**config.mk**
```make
export PLATFORM = sky130hd
export DESIGN_NAME = multicycle_ctrl
export DESIGN_NICKNAME = d
export VERILOG_FILES = /design/src/rtl/kgp_ctrl_pkg.sv /design/src/rtl/instr_decode.sv /design/src/rtl/multicycle_ctrl.sv
export SDC_FILE = /design/constraint.sdc
export NUM_CORES = 1
export LEC_CHECK = 0
export BUFFER_PORTS_ARGS = -buffer_cell sky130_fd_sc_hd__buf_2
export CAP_MARGIN = 10
export CORE_UTILIZATION = 51
export DETAILED_ROUTE_END_ITERATION = 8
export PLACE_DENSITY_LB_ADDON = 0.08
export RECOVER_POWER = 100
export SETUP_SLACK_MARGIN = 0.15
export SLEW_MARGIN = 20
export SYNTH_ARGS = -nofsm -noshare
export SYNTH_HDL_FRONTEND = slang
export SYNTH_SLANG_ARGS = --single-unit
```
**constraint.sdc**
```tcl
create_clock -name clk -period 3.67 [get_ports clk]
set_input_delay 0.1835 -clock clk [delete_from_list [all_inputs] [get_ports clk]]
set_output_delay 0.1835 -clock clk [all_outputs]
set_load 0.02 [all_outputs]
```
**src/rtl/kgp_ctrl_pkg.sv**
```systemverilog
// Shared types and encodings for the KGP-RISC multi-cycle controller.
// Opcodes, condition codes, ALU functions, FSM states and instruction classes.
package kgp_ctrl_pkg;

  typedef enum logic [2:0] {
    S_IDLE,
    S_IF,
    S_ID,
    S_EX,
    S_MEM,
    S_WB,
    S_HALTED,
    S_TRAP
  } state_t;

  typedef enum logic [3:0] {
    CLS_ALU,
    CLS_ADDI,
    CLS_LW,
    CLS_SW,
    CLS_BEQZ,
    CLS_BNEZ,
    CLS_J,
    CLS_HALT,
    CLS_ILL
  } iclass_t;

  localparam logic [5:0] OP_RTYPE = 6'h00;
  localparam logic [5:0] OP_ADDI  = 6'h01;
  localparam logic [5:0] OP_LW    = 6'h02;
  localparam logic [5:0] OP_SW    = 6'h03;
  localparam logic [5:0] OP_BEQZ  = 6'h04;
  localparam logic [5:0] OP_BNEZ  = 6'h05;
  localparam logic [5:0] OP_J     = 6'h06;
  localparam logic [5:0] OP_HALT  = 6'h3F;

  localparam logic [1:0] COND_FALSE  = 2'b00;
  localparam logic [1:0] COND_TRUE   = 2'b01;
  localparam logic [1:0] COND_AZERO  = 2'b10;
  localparam logic [1:0] COND_ANZERO = 2'b11;

  localparam logic [3:0] ALU_ADD = 4'd0;
  localparam logic [3:0] ALU_SUB = 4'd1;
  localparam logic [3:0] ALU_AND = 4'd2;
  localparam logic [3:0] ALU_OR  = 4'd3;
  localparam logic [3:0] ALU_XOR = 4'd4;
  localparam logic [3:0] ALU_SLL = 4'd5;
  localparam logic [3:0] ALU_SRL = 4'd6;
  localparam logic [3:0] ALU_SRA = 4'd7;

endpackage

```
**src/rtl/instr_decode.sv**
```systemverilog
// Combinational instruction decoder: classifies irout and extracts the
// R-type ALU function; anything unrecognised is reported as illegal.
module instr_decode
  import kgp_ctrl_pkg::*;
(
  input  logic [31:0] irout,
  output iclass_t     iclass,
  output logic        illegal,
  output logic [3:0]  alufunc
);

  // Register/immediate/offset fields are consumed by the datapath, not here.
  logic unused_fields;
  assign unused_fields = ^irout[25:6];

  always_comb begin
    iclass  = CLS_ILL;
    alufunc = ALU_ADD;
    case (irout[31:26])
      OP_RTYPE: begin
        if (irout[5:4] == 2'b00) begin
          iclass  = CLS_ALU;
          alufunc = irout[3:0];
        end
      end
      OP_ADDI: iclass = CLS_ADDI;
      OP_LW:   iclass = CLS_LW;
      OP_SW:   iclass = CLS_SW;
      OP_BEQZ: iclass = CLS_BEQZ;
      OP_BNEZ: iclass = CLS_BNEZ;
      OP_J:    iclass = CLS_J;
      OP_HALT: iclass = CLS_HALT;
      default: iclass = CLS_ILL;
    endcase
  end

  assign illegal = (iclass == CLS_ILL);

endmodule

```
**src/rtl/multicycle_ctrl.sv**
```systemverilog
// Multi-cycle control FSM for the KGP-RISC datapath: Moore decode of every
// datapath enable/select from the registered state and irout, plus status and retired count.
module multicycle_ctrl
  import kgp_ctrl_pkg::*;
#(
  parameter int COUNT_W    = 32,
  parameter bit AUTO_START = 1'b0
) (
  input  logic               clk,
  input  logic               reset,
  input  logic               start,
  input  logic [31:0]        irout,
  output logic               readim,
  output logic               ldir,
  output logic               ldnpc,
  output logic               ldA,
  output logic               ldB,
  output logic               ldimm,
  output logic [1:0]         opcond,
  output logic               alusel1,
  output logic               alusel2,
  output logic               aluen,
  output logic               ldaluout,
  output logic [3:0]         alufunc,
  output logic               writedmem,
  output logic               readdmem,
  output logic               ldlmd,
  output logic               selwb,
  output logic               regwrite,
  output logic               branch,
  output logic               ldpc,
  output logic               busy,
  output logic               halted,
  output logic               illegal,
  output logic [COUNT_W-1:0] instr_count
);

  state_t     state, state_nxt;
  iclass_t    iclass;
  logic       dec_illegal;
  logic [3:0] dec_func;
  logic [1:0] br_cond;

  instr_decode u_decode (
    .irout   (irout),
    .iclass  (iclass),
    .illegal (dec_illegal),
    .alufunc (dec_func)
  );

  assign br_cond = (iclass == CLS_BNEZ) ? COND_ANZERO : COND_AZERO;

  always_ff @(posedge clk or negedge reset) begin
    if (!reset) state <= S_IDLE;
    else        state <= state_nxt;
  end

  always_comb begin
    state_nxt = state;
    readim    = 1'b0;
    ldir      = 1'b0;
    ldnpc     = 1'b0;
    ldA       = 1'b0;
    ldB       = 1'b0;
    ldimm     = 1'b0;
    opcond    = COND_FALSE;
    alusel1   = 1'b0;
    alusel2   = 1'b0;
    aluen     = 1'b0;
    ldaluout  = 1'b0;
    alufunc   = ALU_ADD;
    writedmem = 1'b0;
    readdmem  = 1'b0;
    ldlmd     = 1'b0;
    selwb     = 1'b0;
    regwrite  = 1'b0;
    branch    = 1'b0;
    ldpc      = 1'b0;
    busy      = 1'b0;
    halted    = 1'b0;
    illegal   = 1'b0;
    case (state)
      S_IDLE: begin
        if (start || AUTO_START) state_nxt = S_IF;
      end
      S_IF: begin
        busy      = 1'b1;
        readim    = 1'b1;
        ldir      = 1'b1;
        ldnpc     = 1'b1;
        state_nxt = S_ID;
      end
      // HALT retires here: the PC still steps past it so a restart resumes after it.
      S_ID: begin
        busy  = 1'b1;
        ldA   = 1'b1;
        ldB   = 1'b1;
        ldimm = 1'b1;
        if (dec_illegal) begin
          state_nxt = S_TRAP;
        end else if (iclass == CLS_HALT) begin
          ldpc      = 1'b1;
          state_nxt = S_HALTED;
        end else begin
          state_nxt = S_EX;
        end
      end
      S_EX: begin
        busy     = 1'b1;
        aluen    = 1'b1;
        ldaluout = 1'b1;
        case (iclass)
          CLS_ALU: begin
            alusel1   = 1'b1;
            alufunc   = dec_func;
            state_nxt = S_WB;
          end
          CLS_ADDI: begin
            alusel1   = 1'b1;
            alusel2   = 1'b1;
            state_nxt = S_WB;
          end
          CLS_LW, CLS_SW: begin
            alusel1   = 1'b1;
            alusel2   = 1'b1;
            state_nxt = S_MEM;
          end
          CLS_BEQZ, CLS_BNEZ: begin
            alusel2   = 1'b1;
            opcond    = br_cond;
            state_nxt = S_MEM;
          end
          CLS_J: begin
            branch    = 1'b1;
            ldpc      = 1'b1;
            state_nxt = S_IF;
          end
          default: state_nxt = S_TRAP;
        endcase
      end
      // Branch target (NPC+imm) sits in ALUOut; opcond picks it or NPC.
      S_MEM: begin
        busy = 1'b1;
        case (iclass)
          CLS_LW: begin
            readdmem  = 1'b1;
            ldlmd     = 1'b1;
            state_nxt = S_WB;
          end
          CLS_SW: begin
            writedmem = 1'b1;
            ldpc      = 1'b1;
            state_nxt = S_IF;
          end
          CLS_BEQZ, CLS_BNEZ: begin
            opcond    = br_cond;
            ldpc      = 1'b1;
            state_nxt = S_IF;
          end
          default: state_nxt = S_TRAP;
        endcase
      end
      S_WB: begin
        busy      = 1'b1;
        regwrite  = 1'b1;
        ldpc      = 1'b1;
        selwb     = (iclass != CLS_LW);
        state_nxt = S_IF;
      end
      S_HALTED: begin
        halted = 1'b1;
        if (start) state_nxt = S_IF;
      end
      S_TRAP: begin
        illegal = 1'b1;
      end
      default: state_nxt = S_IDLE;
    endcase
  end

  always_ff @(posedge clk or negedge reset) begin
    if (!reset)    instr_count <= '0;
    else if (ldpc) instr_count <= instr_count + COUNT_W'(1);
  end

endmodule

```
=== Word-level counts from Yosys, hierarchy flattened ===
Index checks and enable logic that the tools add are counted.

* Output and inout bits: 58
* Input port bits: 35
* Bits in registers: 35
* Word-level logic and storage cells: 79

* Multiplexer cells: 37
* $add $sub $neg: 1
* Eq/ne operators: 24
* Reduce and logical (&&, ||, !) cells: 15

{| class="wikitable"
|+ Operator list
! kind !! number
|-
| adder 32 x 1 -> 32 bit, second input constant || 1
|-
| one-hot mux 4 bit (8 select lines) || 1
|-
| 2-to-1 mux 1 bit || 22
|-
| 2-to-1 mux 4 bit || 5
|-
| equality test 6 x 3 -> 1 bit, second input constant || 3
|-
| one-hot mux 3 bit (6 select lines) || 1
|-
| equality test 4 x 3 -> 1 bit, second input constant || 4
|-
| equality test 3 bit, second input constant || 4
|-
| equality test 6 x 2 -> 1 bit, second input constant || 2
|-
| OR reduction 5 bit || 2
|-
| 2-to-1 mux 3 bit || 3
|-
| one-hot mux 3 bit (3 select lines) || 1
|-
| equality test 4 x 2 -> 1 bit, second input constant || 2
|-
| OR reduction 2 bit || 4
|-
| OR reduction 4 bit || 2
|-
| equality test 3 x 2 -> 1 bit, second input constant || 2
|-
| equality test 6 x 1 -> 1 bit, second input constant || 1
|-
| equality test 6 bit, second input constant || 1
|-
| logical NOT 6 bit || 1
|-
| one-hot mux 3 bit (2 select lines) || 1
|-
| nonzero test 6 bit || 1
|-
| equality test 4 x 1 -> 1 bit, second input constant || 1
|-
| equality test 4 bit, second input constant || 1
|-
| logical NOT 4 bit || 1
|-
| 9 further kinds || 10
|}

=== Depth between registers and ports, before layout ===
Gate-level depths: netlist (run 1).

* Depth after elaboration: 7
* Gate-level depth with buffers: 9
* Depth with buffers taken out: 8

=== Cells and area by module ===
Synthesis (run 1) repeated with hierarchy kept, for this count alone.

* Cells, all modules: 245
* Area, all modules: 2200.9 sq um

{| class="wikitable"
|+ By module, submodules not included
! module !! sequential area each (sq um) !! area each (sq um) !! cells an instance !! instances
|-
| multicycle_ctrl || 875.8 || 2062.0 || 223 || 1
|-
| instr_decode || 0.0 || 138.9 || 22 || 1
|}

=== Worst setup path before layout (run 1) ===
OpenSTA, ideal clock, no wires.

* Kind: register -> output
* Start: register state[2]
* End: output opcond[0]
* Buffers on the path: 1
* Data required time: 3.487 ns
* Path slack: 1.395 ns
* Stages on the path, launching flop included: 5
* Data arrival time: 2.091 ns
* Path through: dfrtp_1 clkbuf_1 or3b_2 a211oi_1 and2_1

* Cells in the longest elaborated chain, start to end: 3
* Elaborated cells on any way between the ends: 4
* Classes of those cells: eq/ne (2); mux (1); reduce/logical (1)

{| class="wikitable"
|+ RTL lines
! item !! RTL line !! source
|-
| start: declaration || multicycle_ctrl.sv:38 || <nowiki>state_t state, state_nxt;</nowiki>
|-
| start signal: assignment || multicycle_ctrl.sv:55 || <nowiki>else state <= state_nxt;</nowiki>
|-
| equality test 3 bit / equality test 3 x 2 -> 1 bit (equally long branches) || multicycle_ctrl.sv:82 || <nowiki>case (state)</nowiki>
|-
| OR reduction 2 bit (no source line) * || n/a ||
|-
| 2-to-1 mux 2 bit * || n/a ||
|-
| end: declaration || multicycle_ctrl.sv:19 || <nowiki>output logic [1:0] opcond,</nowiki>
|}

Every way passes the cells marked *; elsewhere a longest branch is shown, timed or not.

=== Worst setup path in the final report (run 1) ===
* Start: register state[1]
* End: register instr_count[29]

* Cells in the longest elaborated chain, start to end: 2
* Elaborated cells on any way between the ends: 5
* Classes of those cells: eq/ne (4); mux (1)

{| class="wikitable"
|+ RTL lines
! item !! RTL line !! source
|-
| equality test 3 bit / equality test 3 x 2 -> 1 bit (equally long branches) || multicycle_ctrl.sv:82 ||
|-
| one-hot mux 1 bit (4 select lines) * || multicycle_ctrl.sv:82 ||
|-
| end signal: assignment || multicycle_ctrl.sv:183 || <nowiki>else if (ldpc) instr_count <= instr_count + COUNT_W'(1);</nowiki>
|-
| end: declaration || multicycle_ctrl.sv:35 || <nowiki>output logic [COUNT_W-1:0] instr_count</nowiki>
|}

Marks and branches as above.
A chain may end at the register's enable or synchronous reset.

==> metrics.md, run 1 <==
| Metric | Value |
|---|---|
| DR WL/cell | 13.63 um |
| Worst hold-check path type | input pin to flip-flop |
| Maximum vdd drop | 264.7 uV |
| Fin Clk Skew | 0.008771 ns |
| Io pins | 93 |
| Max-slew violation count | 36 |
| Die width | 66.47 um |
| Worst skew pair latency | 0.29 ns |
| Die Height | 66.47 um |
| Vias/cell | 5.602 |
| Gr usage total | 0.2290 |
| Final Hold Fails | 0 |
| Setup TNS | 0 ns |
| Pwr/cell area | 503.9 nW/um^2 |
| Longest Clk Path Bufs | 2 |
| Final Core Density | 0.6184 |
| GP Congestion | 0.8385 |
| Fillers | 403 |
| Final net count | 325 |
| First-pass GRT wire length | 7631 um |
| Crit path DAT | 2.94 ns |
| Number of warnings issued by yosys | 0 |
| Slowest stage delay, CP | 1.08 ns |
| Final WL | 4620 um |
| Post-route cell area | 2474 um^2 |
| Critical path's slowest cell | nor4_1 |
| Syn_nets | 258 |
| Clock transition at path regs | 0.07 ns |
| Fraction of registers with async set/reset | 1.000 |
| Yosys reg bits | 35 |
| Multi-input logic area | 1102 um^2 |
| Syn avg cell area | 9.591 um^2 |
| Hpwl dp | 3369 um |
| Slew margin rel. | -0.2546 |
| Antenna violations before repair | 0 |
| Vias | 1899 |
| Cells on worst reg2reg path | 7 |
| EDFF count, synth | 0 |
| Violated checks | max-capacitance violations, max-slew violations |
| Crit path top cell by count | nor4_1 |
| Layout cells sized above 1 | 0.1176 |
| Final period utilization | 0.7574 |
| Max Fclk | 359.7 MHz |
| # H-tree levels | 2 |
| Grt total ovfl | 0 |
| Core area | 4000 um^2 |
| Largest net degree at the start of global routing | 36 |
| Static leakage | 1.114 nW |
| Initial Utilization | 0.5299 |
| Row Count | 23 |
| Iteration-0 DRC Markers | 120 |
| PortBufs | 72 |
| Die area | 4418 um^2 |
| Main synth FF type | dfrtp_1 |
| Post-synthesis sequential area ratio | 0.4132 |
| CP cell instances | nor2b_1 -> nand2_1 -> inv_1 -> and3_1 -> nor4_1 -> nor4_1 -> xor2_1 |
| CP endpoint kind | flip-flop |
| CTS Sinks | 35 |
| Gate Count Post-Synth | 221 |
| Critical path launch point type | flip-flop |
| Worst R2R Setup Slack | 0.89 ns |
| Area after DPL | 2457 um^2 |
| Most frequent cells in the layout | 54 x clkbuf_1, 35 x dfrtp_1, 19 x buf_2, 17 x xor2_1, 16 x nand2_1 |
| Fin crit period | 2.780 ns |
| Area Overhead vs Synth | 16.71% |
| Mapped Area | 2120 um^2 |
| RSZ-0062 raised after global routing | false |
| Drt pass-1 iters | 4 |
| Crit path required time | 3.83 ns |
| Vias in the first global route | 1643 |
| Worst Tran Pin Value | 1.882 ns |
| Most common cell after layout, fill and taps aside | clkbuf_1 |
| Number of CTS-inserted buffers | 5 |
| Final ANT Viol Nets | 0 |
| Clock Tree Root | clkbuf_8 |
| Final setup violation count | 0 |
| Synth cell types | 42 |
| CTS tree | yes |
| Max-cap viol count | 1 |
| Diode count | 0 |
| Buffer count from post-CTS setup fixing | 0 |
| DRC | 0 |
| Status | complete, but fails checks |
| Register area | 875.8 um^2 |
| Crit Path Class | flip-flop to flip-flop |
| CP max FO | 13 |
| WHS Path Cells | 3 |
[per-layer routing]
layer	up-vias	GRT usage	share of wire
met3	7	0.04966	0.049
met4	0	0.07979	0.014
met5	-	0	0
li1	925	-	-
met2	57	0.3329	0.45
met1	910	0.3333	0.49
[per-stage QoR]
| stage | total power, mW | cells | hold slack (ns) | setup slack (ns) |
|---|---|---|---|---|
| after floorplan | 0.8620 | 221 | -0.1121 | 1.395 |
| after global placement | 0.9634 | 330 | 0.3073 | 1.147 |
| after detailed placement | 0.9677 | 330 | 0.3135 | 1.131 |
| after CTS | 1.277 | 339 | 0.2216 | 0.8987 |
| after global routing | 1.320 | 339 | 0.2303 | 0.5411 |
| final | 1.246 | 339 | 0.2292 | 0.8902 |
[registers in the layout, summed over array words and instances, names as in the netlist]
register and cells:
instr_count 32, state 3
[path summary, 6_finish.rpt]
path,start,endpoint
worst min-delay path,start,state[1]
min in group asynchronous,reset,state[0]
worst max-delay path,state[1],instr_count[29]
worst min register to register,instr_count[31],instr_count[31]
max in group asynchronous,reset,instr_count[7]
worst max register to register,state[1],instr_count[29]
[repair_timing]
action,in CTS,in global routing
setup endpoints to repair,0,0
resized for setup,0,0
hold endpoints to repair,7,0
hold buffers,1,0
[layout make-up]
type / count / share of cell area
inverter: 7 / 0.01163
tap: 50 / 0.02529
clock buffer: 8 / 0.04047
timing repair buffer: 73 / 0.1229
sequential: 35 / 0.3541
multi-input combinational: 166 / 0.4456
[cell families (layout without fill, tap and decap cells)]
| kind of cell | after synthesis | after routing | synth area share |
|---|---|---|---|
| adder cells (fa/ha/maj) | 2 | 2 | 0.01180 |
| XOR/XNOR | 32 | 32 | 0.1322 |
| AO/OA/AOI/OAI | 20 | 20 | 0.07084 |
| multiplexers | 1 | 1 | 0.005312 |
| buffers and inverters | 20 | 88 | 0.05372 |
| AND/OR/NAND/NOR | 111 | 111 | 0.3129 |
| flip-flops | 35 | 35 | 0.4132 |
[Yosys cell counts (2+ instances only)]
| cell | count | area share |
|---|---|---|
| dfrtp_1 | 35 | 0.41 |
| xor2_1 | 17 | 0.070 |
| nand2_1 | 16 | 0.028 |
| xnor2_1 | 15 | 0.062 |
| nand4_1 | 13 | 0.038 |
| nor2_1 | 13 | 0.023 |
| nand3_1 | 12 | 0.028 |
| and2_1 | 10 | 0.030 |
| nor3_1 | 9 | 0.021 |
| nor4_1 | 8 | 0.024 |
| a21oi_1 | 7 | 0.017 |
| buf_4 | 7 | 0.025 |
| inv_1 | 6 | 0.011 |
| o21ai_0 | 5 | 0.012 |
| and4_1 | 4 | 0.017 |
| clkbuf_1 | 3 | 0.0053 |
| nand2b_1 | 3 | 0.0089 |
| nor2b_1 | 3 | 0.0089 |
| nor3b_1 | 3 | 0.011 |
| and3_1 | 2 | 0.0059 |
| buf_2 | 2 | 0.0047 |
| ha_1 | 2 | 0.012 |
| nand3_2 | 2 | 0.0094 |
| nand3b_1 | 2 | 0.0071 |
| nand4_2 | 2 | 0.012 |
| o211ai_1 | 2 | 0.0071 |
| or3_1 | 2 | 0.0059 |
| or3b_2 | 2 | 0.0083 |
[where the power goes]
part | internal, mW | switching [mW] | leakage (nW)
Combinational | 0.152 | 0.294 | 0.588
Clock | 0.171 | 0.137 | 0.0515
Sequential | 0.422 | 0.0705 | 0.474
Total | 0.746 | 0.501 | 1.11
[critical path, delay by kind of cell (launching register included)]
family	cells	cell delay [ns]
xor+xnor	1	0.20
flops	1	0.49
buf+inv	1	0.09
simple gates	5	1.87
(Power assumes the default switching activity.)
==> inputs of run 2 (changes only) <==
Settings changed: ABC_AREA from default to 1.
Clock period 3.67 ns to 2.61 ns, I/O delays scaled along.
==> run 2 against run 1 <==
Net effect: clock power increased by 28%; area after synthesis increased by 24%; die area grew 23%; final cell count rose by 58%; worst setup slack worse by 0.59 ns; largest cell class unchanged; register-to-register slack worse by 0.43 ns; clock-buffer cell count shrank 2; the run still ends with max-capacitance violations, max-slew violations left; first-iteration DRC count increased by 18%; cell area grew 21%.
==> metrics.md, run 2 <==
| Metric | Value |
|---|---|
| Synth top area cells | dfrtp_1 33%, nand2_1 24%, nor2_1 6.6% |
| Max-cap viol count | 1 (unchanged) |
| Die area | 5453 um^2 (+23%) |
| R2r startpoint | state[2] |
| Slowest stage delay, CP | 0.44 ns (-0.64 ns) |
| Main synth FF type | dfrtp_1 |
| Final ANT Viol Nets | 0 (unchanged) |
| CTS Sinks | 35 (unchanged) |
| Final net count | 507 (+56%) |
| Max reg flops | 32 (unchanged) |
| Crit path DAT | 2.18 ns (-0.76 ns) |
| Metal2 WL | 2840 um (+37%) |
| Max Fclk | 432.9 MHz |
| Worst Tran Pin Value | 1.845 ns (-0.03660 ns) |
| Max-slew violation count | 36 (unchanged) |
| RSZ-0062 raised after global routing | false |
| CP endpoint kind | primary output |
| Most frequent cells in the layout | 168 x nand2_1, 58 x clkbuf_1, 47 x nor2_1, 40 x inv_1, 35 x dfrtp_1 |
| Worst setup path end | ldpc |
| Longest Clk Path Bufs | 2 (unchanged) |
| Hpwl dp | 4863 um (+44%) |
| Yosys reg bits | 35 (unchanged) |
| Die Height | 73.85 um (+11%) |
| Routed metal-1 wirelength | 3015 um (+34%) |
| Most common cell after layout, fill and taps aside | nand2_1 |
| Fraction of registers with async set/reset | 1.000 (unchanged) |
| Io pins | 93 (unchanged) |
| Most instantiated cells after synthesis | 167 x nand2_1, 46 x nor2_1, 39 x inv_1, 35 x dfrtp_1, 25 x nor3_1 |
| Buffer count from post-CTS setup fixing | 0 (unchanged) |
| Maximum vdd drop | 481.0 uV (+82%) |
| Crit path from | state[2] |
| Worst R2R Setup Slack | 0.46 ns (-0.43 ns) |
| Syn_nets | 438 (+70%) |
| Top cell type's share of synthesized area | 0.3327 (-0.08052) |
| Clock Tree Root | clkbuf_8 |
| Worst hold-check path type | input pin to flip-flop |
| DR WL/cell | 11.64 um (-15%) |
| Pwr/cell area | 589.9 nW/um^2 (+17%) |
| Setup TNS | 0 ns (unchanged) |
| Mapped Area | 2633 um^2 (+24%) |
| Grt total ovfl | 0 (unchanged) |
| Core area | 4848 um^2 (+21%) |
| Antenna violations before repair | 0 (unchanged) |
| Count leader, synth | nand2_1 |
| DRC | 0 (unchanged) |
| Largest net degree at the start of global routing | 38 (+5.6%) |
| Iteration-0 DRC Markers | 142 (+18%) |
| Gr usage total | 0.2492 (+0.02024) |
| Critical path's slowest cell | dfrtp_1 |
| Row Count | 25 (+8.7%) |
| CP max FO | 27 (+14) |
| Initial Utilization | 0.5430 (+0.01310) |
| Top layer used by detailed routing | met4 |
| Vias | 2623 (+38%) |
| Final setup violation count | 0 (unchanged) |
| Layout cells sized above 1 | 0.07660 (-0.04105) |
| CTS tree | yes |
| Vias/cell | 4.885 (-13%) |
| Fin Clk Skew | 0.008979 ns (+0.0002079 ns) |
| Crit Path Class | flip-flop to primary output |
| Number of CTS-inserted buffers | 5 (unchanged) |
| Area Overhead vs Synth | 13.55% |
| Largest registers | instr_count: 32 flops, state: 3 flops |
| Die width | 73.85 um (+11%) |
| Final Hold Fails | 0 (unchanged) |
| EDFF count, synth | 0 (unchanged) |
| Crit path required time | 2.48 ns (-1.35 ns) |
| Crit path top cell by count | nor2_4 |
| Diode count | 0 (unchanged) |
| Synth cell types | 24 (-43%) |
| # H-tree levels | 2 (unchanged) |
| PortBufs | 72 (unchanged) |
| CP cell instances | inv_1 -> nand2_1 -> nor2_4 -> inv_4 -> nor2_4 -> nor2_1 -> o211ai_2 -> nand2_2 -> inv_2 -> clkbuf_1 |
| Violated checks | max-capacitance violations, max-slew violations |
| Status | complete, but fails checks |
| Clock transition at path regs | 0.07 ns (about the same) |
| Slew margin rel. | -0.2302 (+0.02440) |
| GP Congestion | 0.9162 (+9.3%) |
| Static leakage | 1.439 nW (+29%) |
| Top cell type by total area after synthesis | dfrtp_1 |
| Number of warnings issued by yosys | 0 (unchanged) |
| Post-synthesis sequential area ratio | 0.3327 (-0.08052) |
| Final period utilization | 0.8851 |
| Drt pass-1 iters | 5 (+1) |
| Fin crit period | 2.310 ns |
| Gate Count Post-Synth | 401 (+81%) |
| Critical path launch point type | flip-flop |
| Syn avg cell area | 6.565 um^2 (-32%) |
| Worst skew pair latency | 0.29 ns (about the same) |
| Worst r2r dst | instr_count[0] |
| Cells on worst reg2reg path | 10 (+3) |
| Met3 wire len | 302 um (+34%) |
| Hold slack | 0.2487 ns (+0.01956 ns) |
| First-pass GRT wire length | 10390 um (+36%) |
| Largest Register | instr_count |
| Final WL | 6251 um (+35%) |
| Vias in the first global route | 2353 (+43%) |
## run 2: cell types whose count changed after synthesis, moves of 6 or more
cell	change
and2_1	-10
inv_1	+33
nand2_1	+151
nand4_1	-6
nor2_1	+33
nor3_1	+16
nor4_1	-8
## run 2: what timing repair did
item | CTS | global route
hold buffers | 1 | 0
endpoints found under the setup margin | 0 | 0
hold endpoints to repair | 35 | 0
resized for setup | 0 | 0
## run 2: area by class of cell
type                    instances  area (um^2)
fillers                       498         1859
clock buffers                   6        82.58
inverters                      43        163.9
repair buffers                 74        302.8
clock inverters                 1        5.005
multi-input cells             311         1475
well taps                      67        83.83
flip-flops and latches         35        875.8
## run 2: layer usage
layer / global-route usage / up-vias
met2: 0.4088 / 65
met4: 0.07265 / 0
met1: 0.3268 / 1175
met5: 0 / -
li1: - / 1375
met3: 0.05624 / 8
## run 2: logic make-up (layout without fill, tap and decap cells)
logic type,count (synthesis),in the layout,share of synthesized area
flops,35,35,0.3327
compound gates,13,13,0.03422
simple gates,267,267,0.4221
xor+xnor,29,29,0.09648
buf+inv,55,124,0.1050
fa+ha+maj,2,2,0.009504
## run 2: critical path, delay by kind of cell (launching register included)
| kind | cells | cell delay, ns |
|---|---|---|
| flip-flops | 1 | 0.44 |
| AND/OR/NAND/NOR | 5 | 0.54 |
| AO/OA/AOI/OAI | 1 | 0.07 |
| buffers and inverters | 4 | 0.81 |
## run 2: stage by stage
step / cell area [um^2] / std cells / setup WS [ns] / total power [mW] / utilization
after global routing: 2989 / 537 / 0.1294 / 1.892 / 0.6165
final: 2989 / 537 / 0.2998 / 1.763 / 0.6165
after floorplan: 2633 / 401 / 0.7812 / 1.279 / -
after detailed placement: 2972 / 529 / 0.7101 / 1.415 / 0.6129
after CTS: 3069 / 537 / 0.3978 / 1.809 / 0.6330
after global placement: 2972 / 529 / 0.7274 / 1.408 / 0.6129
## run 2: worst min-delay path by stage
stage | start | to | slack [ns] | depth (start not counted)
finish | start | state[2] | 0.25 | 6
floorplan | reset | instr_count[0] | -0.17 | 0
CTS | start | state[2] | 0.25 | 6
detailed placement | reset | instr_count[2] | 0.25 | 1
global placement | reset | instr_count[2] | 0.24 | 1
global route | start | state[2] | 0.30 | 6
## run 2: where the power goes
group	total (mW)	internal, mW	leakage [nW]	switching, mW
Combinational	0.714	0.198	0.913	0.516
Sequential	0.656	0.592	0.479	0.0631
Clock	0.393	0.207	0.0470	0.187
Total	1.76	0.997	1.44	0.766
==> inputs of run 3 (changes only) <==
Settings changed: REMOVE_ABC_BUFFERS from default to 1.
==> run 3 against run 2 <==
Net effect: the flow still finishes with violations (max-capacitance violations, max-slew violations); fmax is 1.6% higher; clock-buffer cell count is 1 higher; clock power is 4% lower; critical path type unchanged; highest routed layer unchanged.
==> metrics.md, run 3 (synthesis results as in run 2) <==
| Metric | Value |
|---|---|
| Final WL | 6128 um (-2.0%) |
| Fin cells | 538 (+0.19%) |
| Power share of the clock group | 0.216 (-0.007) |
| Final Core Density | 0.6137 (-0.002839) |
| GP Congestion | 0.8900 (-2.9%) |
| Placed Cells incl. Taps | 529 (unchanged) |
| Violated checks | max-capacitance violations, max-slew violations |
| DP Worst Slack | 0.7048 ns (-0.005321 ns) |
| Grt total ovfl | 0 (unchanged) |
| Most frequent cells in the layout | 169 x nand2_1, 58 x clkbuf_1, 47 x nor2_1, 40 x inv_1, 35 x dfrtp_1 |
| Final setup violation count | 0 (unchanged) |
| Worst r2r dst | instr_count[0] |
| Drt pass-1 iters | 4 (-1) |
| Largest Register | instr_count |
| Iteration-0 DRC Markers | 117 (-18%) |
| Status | complete, but fails checks |
| # resized after CTS | 0 (unchanged) |
| Layout cells sized above 1 | 0.07219 (-0.004409) |
| Sw Share | 0.4383 (+0.003849) |
| Gr usage total | 0.2483 (-0.0009382) |
| CTS Sinks | 35 (unchanged) |
| Crit Path Class | flip-flop to primary output |
| Max-cap viol count | 1 (unchanged) |
| Max Fclk | 439.9 MHz (+1.6%) |
| Fillers | 522 (+4.8%) |
| Final ANT Viol Nets | 0 (unchanged) |
| Antenna violations before repair | 0 (unchanged) |
| Most common cell after layout, fill and taps aside | nand2_1 |
| Switching pwr | 0.7634 mW (-0.35%) |
| Cells on worst reg2reg path | 10 (unchanged) |
| Vias/cell | 4.853 (-0.64%) |
| Largest registers | instr_count: 32 flops, state: 3 flops |
| Die width | 73.85 um (unchanged) |
| Crit path from | state[2] |
| Int Pwr | 0.9784 mW (-1.9%) |
| Die Height | 73.85 um (unchanged) |
| Clock transition at path regs | 0.07 ns (about the same) |
| Final Hold Fails | 0 (unchanged) |
| CP max FO | 27 (unchanged) |
| Initial Utilization | 0.5430 (unchanged) |
| Static leakage | 1.439 nW (about the same) |
| R2r startpoint | state[2] |
| Die area | 5453 um^2 (unchanged) |
| CP endpoint kind | primary output |
| Final net count | 507 (unchanged) |
| Worst skew pair latency | 0.29 ns (about the same) |
| Slew margin rel. | -0.2142 (+0.01597) |
| Worst hold-check path type | input pin to flip-flop |
| Fin crit period | 2.273 ns (-0.03714 ns) |
| Area Overhead vs Synth | 13.02% |
| Critical path launch point type | flip-flop |
| RSZ-0062 raised after global routing | false |
| Gate power share | 0.408 (+0.003) |
| Longest Clk Path Bufs | 2 (unchanged) |
| Hpwl dp | 4865 um (about the same) |
| Maximum vdd drop | 665.6 uV (+38%) |
| Final WS setup | 0.3369 ns (+0.03714 ns) |
| Number of CTS-inserted buffers | 5 (unchanged) |
| Max-slew violation count | 36 (unchanged) |
| DR WL/cell | 11.39 um (-2.1%) |
| Worst R2R Setup Slack | 0.47 ns (about the same) |
| Largest net degree at the start of global routing | 38 (unchanged) |
| Pwr/cell area | 585.4 nW/um^2 (-0.76%) |
| Diode count | 0 (unchanged) |
| Final period utilization | 0.8709 (-0.01423) |
| Core area | 4848 um^2 (unchanged) |
| PortBufs | 72 (unchanged) |
| Setup TNS | 0 ns (unchanged) |
| Worst Tran Pin Value | 1.821 ns (-0.02395 ns) |
| Sequential share of power | 0.376 (+0.004) |
| Worst setup path end | ldpc |
| Row Count | 25 (unchanged) |
| # H-tree levels | 2 (unchanged) |
| Vias in the first global route | 2310 (-1.8%) |
| Clock Tree Root | clkbuf_8 |
| Crit path DAT | 2.14 ns (-0.04 ns) |
| Max reg flops | 32 (unchanged) |
| First-pass GRT wire length | 10470 um (+0.80%) |
| DRC | 0 (unchanged) |
| Fin Clk Skew | 0.01051 ns (+0.001530 ns) |
| Crit path required time | 2.48 ns (about the same) |
| CTS tree | yes |
| Vias | 2611 (-0.46%) |
| Io pins | 93 (unchanged) |
==> run 3: cell count changes in the layout (fill, tap and decap cells not counted), sizes merged <==
cell    before  now
clkbuf      65   64
buf         14   16
==> run 3: final cells by class <==
| type | instances | area [um^2] | area share |
|---|---|---|---|
| repair buffers | 74 | 305.3 | 0.1026 |
| well taps | 67 | 83.83 | 0.02817 |
| multi-input cells | 311 | 1465 | 0.4924 |
| flip-flops and latches | 35 | 875.8 | 0.2944 |
| clock inverters | 1 | 5.005 | 0.001682 |
| clock buffers | 7 | 76.32 | 0.02565 |
| inverters | 43 | 163.9 | 0.05509 |
==> run 3: worst max-delay path, cell delays in order (launching register included) <==
cell	delay [ns]
dfrtp_1	0.44
inv_1	0.10
nand2_1	0.12
nor2_4	0.19
inv_4	0.07
nor2_4	0.10
nor2_1	0.06
o211ai_2	0.06
nand2_1	0.09
inv_2	0.36
buf_2	0.25
==> run 3: routing by layer <==
layer / track usage / vias up / share of wire
met5: 0 / - / 0
met2: 0.4169 / 68 / 0.48
met4: 0.08547 / 0 / 0.016
met3: 0.04390 / 10 / 0.040
met1: 0.3195 / 1154 / 0.47
li1: - / 1379 / -
==> run 3: power by group through the flow <==
stage          Combinational [mW]  Clock (mW)  Sequential, mW
3_3_place_gp                0.740           0           0.665
3_5_place_dp                0.753           0           0.667
2_1_floorplan               0.512           0           0.682
6_report                    0.710       0.376           0.656
4_1_cts                     0.757       0.385           0.657
5_1_grt                     0.799       0.410           0.666
==> run 3: worst min-delay path by stage <==
stage               startpoint        endpoint  slack, ns  cells past startpoint
floorplan                reset  instr_count[0]      -0.17                      0
global placement         reset  instr_count[2]       0.24                      1
detailed placement       reset  instr_count[3]       0.25                      1
CTS                      start        state[2]       0.25                      6
global route             start        state[1]       0.30                      6
finish                   start        state[2]       0.24                      6
==> run 3: timing repair <==
action / CTS / global route
hold endpoints to repair: 35 / 0
hold buffers: 1 / 0
setup buffers: 0 / 0
==> run 3: metrics by stage <==
stage	hold slack (ns)	cell area, um^2	power [mW]
final	0.2439	2975	1.742
after global routing	0.3043	2975	1.874
after CTS	0.2489	3063	1.800
after global placement	0.2398	2972	1.406
after detailed placement	0.2528	2972	1.421
after floorplan	-0.1651	2520	1.194
